## src/rtl/frame_buffer.sv

```systemverilog
// frame_buffer: captures one frame of up to DEPTH entries, holds it until the
// consumer acks it, and exposes both the entries and a status word on a
// combinational read port. A partial frame can be closed by an idle timeout.
module frame_buffer #(
  parameter int DATA_W       = 8,
  parameter int DEPTH        = 5,
  parameter int ADDR_W       = 3,
  parameter int TIMEOUT      = 0,
  parameter int DROP_ON_FULL = 1
) (
  input  logic              clk,
  input  logic              rst_n,
  input  logic              wr,
  input  logic [DATA_W-1:0] w_data,
  input  logic              ack,
  input  logic [ADDR_W-1:0] address,
  output logic [DATA_W-1:0] r_data,
  output logic              frame_rdy,
  output logic [ADDR_W-1:0] count,
  output logic              overrun
);

  typedef enum logic [1:0] {
    IDLE  = 2'd0,
    FILL  = 2'd1,
    READY = 2'd2
  } state_t;

  // The idle counter only needs to reach TIMEOUT; keep it one bit wide when
  // the timeout is disabled so the declaration stays legal.
  localparam int                IDLE_W    = (TIMEOUT > 0) ? $clog2(TIMEOUT + 1) : 1;
  localparam logic [IDLE_W-1:0] IDLE_LAST = IDLE_W'((TIMEOUT > 0) ? TIMEOUT - 1 : 0);
  localparam logic [IDLE_W-1:0] IDLE_MAX  = IDLE_W'(TIMEOUT);
  localparam logic [ADDR_W-1:0] LAST_IDX  = ADDR_W'(DEPTH - 1);
  localparam logic [ADDR_W-1:0] STAT_IDX  = ADDR_W'(DEPTH);

  state_t              state;
  logic [IDLE_W-1:0]   idle_cnt;
  logic [DATA_W-1:0]   mem [DEPTH];

  // Frame control FSM, flags and entry storage, all updated on one edge.
  // NOTE: the storage is cleared by the asynchronous reset so a read after
  // reset never returns data from a discarded frame.
  always_ff @(posedge clk or negedge rst_n) begin
    if (!rst_n) begin
      // NOTE: all sequential state uses non-blocking assignments so every
      // branch below sees the pre-edge values of count, state and idle_cnt.
      state     <= IDLE;
      count     <= '0;
      frame_rdy <= 1'b0;
      overrun   <= 1'b0;
      idle_cnt  <= '0;
      for (int i = 0; i < DEPTH; i++) mem[i] <= '0;
    end else begin
      case (state)
        IDLE: begin
          if (ack) overrun <= 1'b0;
          if (wr) begin
            mem[0]   <= w_data;
            count    <= ADDR_W'(1);
            idle_cnt <= '0;
            state    <= FILL;
          end
        end

        FILL: begin
          if (ack) overrun <= 1'b0;
          if (wr) begin
            for (int i = 0; i < DEPTH; i++) begin
              if (count == ADDR_W'(i)) mem[i] <= w_data;
            end
            count    <= count + 1'b1;
            idle_cnt <= '0;
            if (count == LAST_IDX) begin
              state     <= READY;
              frame_rdy <= 1'b1;
            end
          end else if (TIMEOUT > 0) begin
            if (idle_cnt != IDLE_MAX) idle_cnt <= idle_cnt + 1'b1;
            if (idle_cnt == IDLE_LAST) begin
              state     <= READY;
              frame_rdy <= 1'b1;
            end
          end
        end

        READY: begin
          if (ack) begin
            // Release takes priority; a simultaneous write opens a new frame.
            overrun   <= 1'b0;
            idle_cnt  <= '0;
            frame_rdy <= 1'b0;
            if (wr) begin
              mem[0] <= w_data;
              count  <= ADDR_W'(1);
              state  <= FILL;
            end else begin
              count <= '0;
              state <= IDLE;
            end
          end else if (wr) begin
            overrun <= 1'b1;
            if (DROP_ON_FULL == 0) begin
              mem[0]    <= w_data;
              count     <= ADDR_W'(1);
              idle_cnt  <= '0;
              frame_rdy <= 1'b0;
              state     <= FILL;
            end
          end
        end

        default: state <= IDLE;
      endcase
    end
  end

  // Combinational read: entries below DEPTH, status word at DEPTH, zero above.
  always_comb begin
    // NOTE: default first so every path assigns r_data and no latch is inferred.
    r_data = '0;
    for (int i = 0; i < DEPTH; i++) begin
      if (address == ADDR_W'(i)) r_data = mem[i];
    end
    if (address == STAT_IDX) begin
      r_data[0] = frame_rdy;
      r_data[1] = overrun;
    end
  end

endmodule

```

## config.mk

```make
export PLATFORM = sky130hd
export DESIGN_NAME = frame_buffer
export DESIGN_NICKNAME = d
export VERILOG_FILES = /design/src/rtl/frame_buffer.sv
export SDC_FILE = /design/constraint.sdc
export NUM_CORES = 1
export LEC_CHECK = 0
export ABC_CLOCK_PERIOD_IN_PS = 1850
export CORE_MARGIN = 1.5
export CORE_UTILIZATION = 40
export DETAILED_ROUTE_END_ITERATION = 12
export PLACE_DENSITY_LB_ADDON = 0.05
export SLEW_MARGIN = 10
export SYNTH_ARGS = -nofsm -noshare
export SYNTH_HDL_FRONTEND = slang
export SYNTH_SLANG_ARGS = --single-unit
```

## constraint.sdc

```tcl
create_clock -name clk -period 1.85 [get_ports clk]
set_input_delay 0.185 -clock clk [delete_from_list [all_inputs] [get_ports clk]]
set_output_delay 0.185 -clock clk [all_outputs]
set_load 0.02 [all_outputs]
```

Yosys cells after proc, flatten, opt, wreduce, memory -nomap -nowiden
Cells that the tools add are included. Widths: inputs -> output; s select.

Register bits after elaboration: 47. Bits of input ports: 15. Output and inout port bits: 13.

Add/sub/neg operators: 1. Equality and inequality tests: 18. Multiplexer cells: 33. Reductions and logical operators: 16.

Operators with widths (number): $mux 8 (12); $mux 40 (1); $pmux 8 s3 (1); $reduce_and 4->1 (4); $reduce_and 3->1 (5); $eq 3x2->1 const B (4); $mux 2 (5); $ne 2x2->1 const B (5); $eq 3x3->1 const B (3); $mux 3 (3); $pmux 3 s3 (1); $mux 1 (7); $eq 3x1->1 const B (2); $logic_not 3->1 (2); $pmux 2 s3 (1); $pmux 1 s2 (2); $reduce_bool 2->1 (2); $add 3x1->3 const B (1); $ne 3x3->1 const B (1); $reduce_bool 3->1 (1); $eq 2x1->1 const B (1); $eq 2x2->1 const B (1); $logic_not 2->1 (1); $ne 2x1->1 const B (1); $reduce_or 2->1 (1).

Logic depth before layout (Yosys ltp)
Depth in word-level cells: 7. Mapped depth: 6. Gate-level depth less buffers: 5.

Worst setup path before layout
No wires, ideal clock.

Path kind: register to register. Start point: register count[0]. End point: register mem[32] (netlist bit). Setup time: 0.080 ns. Data arrival time: 1.783 ns. Slack: -0.013 ns. Cell stages (with the launch flop): 6. Path through: dfrtp_1 -> inv_1 -> ha_1 -> nand2b_4 -> a2111oi_4 -> mux2i_1.

Cells in the longest elaborated chain, start to end: 3.

Ends and longest elaborated chain: start, declared (line 19) `output logic [ADDR_W-1:0] count,`; start signal, assigned (line 72) `count <= count + 1'b1;`; $logic_not 3->1 (line 70) `if (count == ADDR_W'(i)) mem[i] <= w_data;`; $ne 2x2->1 (no line); $reduce_and 4->1 (no line); end signal, assigned by index (line 70); end, declared (line 39) `logic [DATA_W-1:0] mem [DEPTH];`.

No other way between the ends. A chain may end at the register's enable or synchronous reset.

Worst setup path after layout
Start point: input address[1]. End point: output r_data[0].

Cells in the longest elaborated chain, start to end: 7. Elaborated cells on any way between the ends: 12. Those cells by class: eq/ne: 5; mux: 6; reduce/logical: 1.

Ends and longest elaborated chain: start, declared (line 16) `input logic [ADDR_W-1:0] address,`; $logic_not 3->1 (line 123) `if (address == ADDR_W'(i)) r_data = mem[i];`; $mux 8 (5 in a row) (line 123); $mux 2 (*) (line 125) `if (address == STAT_IDX) begin`; end, declared (line 17) `output logic [DATA_W-1:0] r_data,`.

Every way passes the cells marked *; elsewhere a longest branch is shown, timed or not.

==> reports/results.txt <==
Outcome: complete, no violations
Post-Syn Area: 0.002544 mm²
Post-synthesis area per instance: 10.69 µm²
Final worst slack: 79.64 ps
Worst-Skew Late Latency: 290 ps
Post-synth EDFFs: 0
Setup TNS: 0 ps
VDD IR max: 1013 µV
Clock Path Buffers: 2
Post-Place Cells: 349
Number of I/O pins: 28
Setup violations, final: 0
Sequential Area: 0.001176 mm²
Worst slew pin tran: 556.4 ps
Post-synth top area share: 46.24%
CTS root buf: clkbuf_8
Drt wl/cell: 14.71 µm
Core box area: 0.006026 mm²
Die Y-Extent: 82.75 µm
Tot Pwr: 4.079 mW
Clk sinks: 47
Cell taking the most area after synthesis: dfrtp_1
Worst hold path type: input port to async pin
Ys flop type: dfrtp_1
Maximum clock rate: 564.9 MHz
Most frequent cell after synthesis: dfrtp_1
Num rows: 28
Post-Syn Nets: 263
Critical path endpoint category: output port
Final period util: 95.70%
Setup crit start kind: input port
Seq/Total Area, Yosys: 46.24%
Post-DRT Antenna Nets: 0
Critical Path AT: 1590 ps
Area Growth Syn to Fin: 25.43%
Synth top area cells: dfrtp_1, mux2_2, mux2i_1, ha_1, nand2_1
Final min period: 1770 ps
Filler Cells Inserted: 572
Final Util: 52.95%
PD cells: 1279 mW/mm²
GPL Wtd Cong: 0.7569
PortBufs: 27
Final hold viol count: 0
Vias per inst: 5.058
WS Path Type: input port to output port
Number of global-route vias before repair: 1729
WP data required: 1660 ps
Initial antenna violation count: 0
Synth top cells by count: dfrtp_1, mux2_2, nand2_1
Diodes inserted: 0
Syn Inst Count: 238
Effective utilization at floorplan: 42.21%
Placed cell area: 0.003063 mm²
Footprint of the multi-input gates: 0.001246 mm²
Pre-CTS setup slack: -272.7 ps
Global route total overflow: 0
Die Width: 82.75 µm
Crit path max fanout: 16
Clk_skew: 9.614 ps
Seq cells post-synth: 47
Clock Pin Slew Worst Setup and Hold Paths: 90 ps
Via count: 1821
Hold_ws: 400.4 ps
Relative slew slack: 62.91%
Non-Filler Instances: 360
Post-DP HPWL: 3.514 mm
Final net count: 309
Yosys Warn Count: 0
Lkg Pwr: 1.506 nW
Unique masters post-synth: 30
R2R cell count: 6
Initial DRT Pass Iterations: 4
H-Tree Depth: 2
Iteration-0 DRC Markers: 68
Detailed Route WL: 5.296 mm
Final instance area: 0.003191 mm²
Largest net degree at the start of global routing: 27
Max cap viols: 0
CTS buffer count: 5
CTS tree: done
Die area: 0.006847 mm²
First-pass GRT wire length: 8.714 mm
Total GRT Usage: 17.54%
Ys async rst share: 100.0%
Max-slew violations: 0
Layout cell share with drive strength beyond 1: 28.07%
Post-route DRC: 0
report_power, final:
part	total (mW)	leakage, nW	internal [mW]	switching, mW
sequential	1.67	0.603	1.45	0.219
clock	0.660	0.0484	0.307	0.353
combinational	1.75	0.854	0.942	0.811
worst max-delay path, stage by stage:
cell	delay, ps
dlygate4sd2_1	290
bufbuf_16	300
mux2i_1	120
o21a_1	170
o221ai_1	160
dlygate4sd2_1	360
area by class of cell:
type	instances	area share, %
well taps	75	2.941
inverters	21	2.471
clock inverters	1	0.2745
multi-input cells	158	39.06
repair buffers	51	15.69
clock buffers	7	2.706
flip-flops and latches	47	36.86
timing repair:
action                     in CTS  in global routing
hold buffers                    1                  0
cloned                          1                  0
hold endpoints to repair       21                  0
resized for setup              10                 11
setup endpoints to repair       8                 16
pin swaps                       0                  1
buffers inserted                0                  1
path summary, 6_finish.rpt:
kind	startpoint	slack (ps)	to
min in group clk	mem[1]	510	mem[1]
max	address[1]	80	r_data[0]
min	rst_n	400	mem[10]
max reg2reg	state[1]	80	state[0]
min reg2reg	mem[1]	510	mem[1]
max in group asynchronous	rst_n	910	frame_rdy
sequential cells by signal, summed over array words and instances (netlist names):
register and flops:
count 3, mem 40, state 2, overrun 1
frame_rdy 1
metal layers:
layer	routed length (µm)	global-route usage (%)	vias up	share of wire (%)
met3	144	3.297	2	2.7
met4	33	5.000	0	0.62
met1	2746	24.33	883	52
li1	-	-	911	-
met5	0	0	-	0
met2	2372	27.89	25	45
cell families after synthesis:
logic type / after synthesis / synth area share, %
DFF: 47 / 46.24
and+or+nand+nor: 62 / 12.10
AOI/OAI and AO/OA: 37 / 10.77
buffers and inverters: 33 / 4.968
adders and majority gates: 10 / 4.919
muxes: 49 / 21.00
layout by cell type, fill, tap and decap left out, types with 2 or more instances in the layout:
master,synthesis,routed
a21oi_1,13,13
clkdlybuf4s15_1,0,3
mux2_2,35,35
nand3b_1,3,3
nand2_1,24,24
nand3_1,2,2
clkdlybuf4s50_1,0,17
o21ai_0,9,9
inv_1,21,21
buf_12,0,4
clkbuf_8,0,6
dfrtp_1,47,47
nand2b_1,8,8
ha_1,10,10
o21a_1,2,2
o221a_2,6,6
nor2b_1,2,2
buf_4,0,18
o221ai_1,2,2
clkbuf_2,0,4
mux2i_1,14,14
dlygate4sd2_1,0,2
nand4_1,3,3
nor2_1,14,14
(Power assumes the default switching activity.)
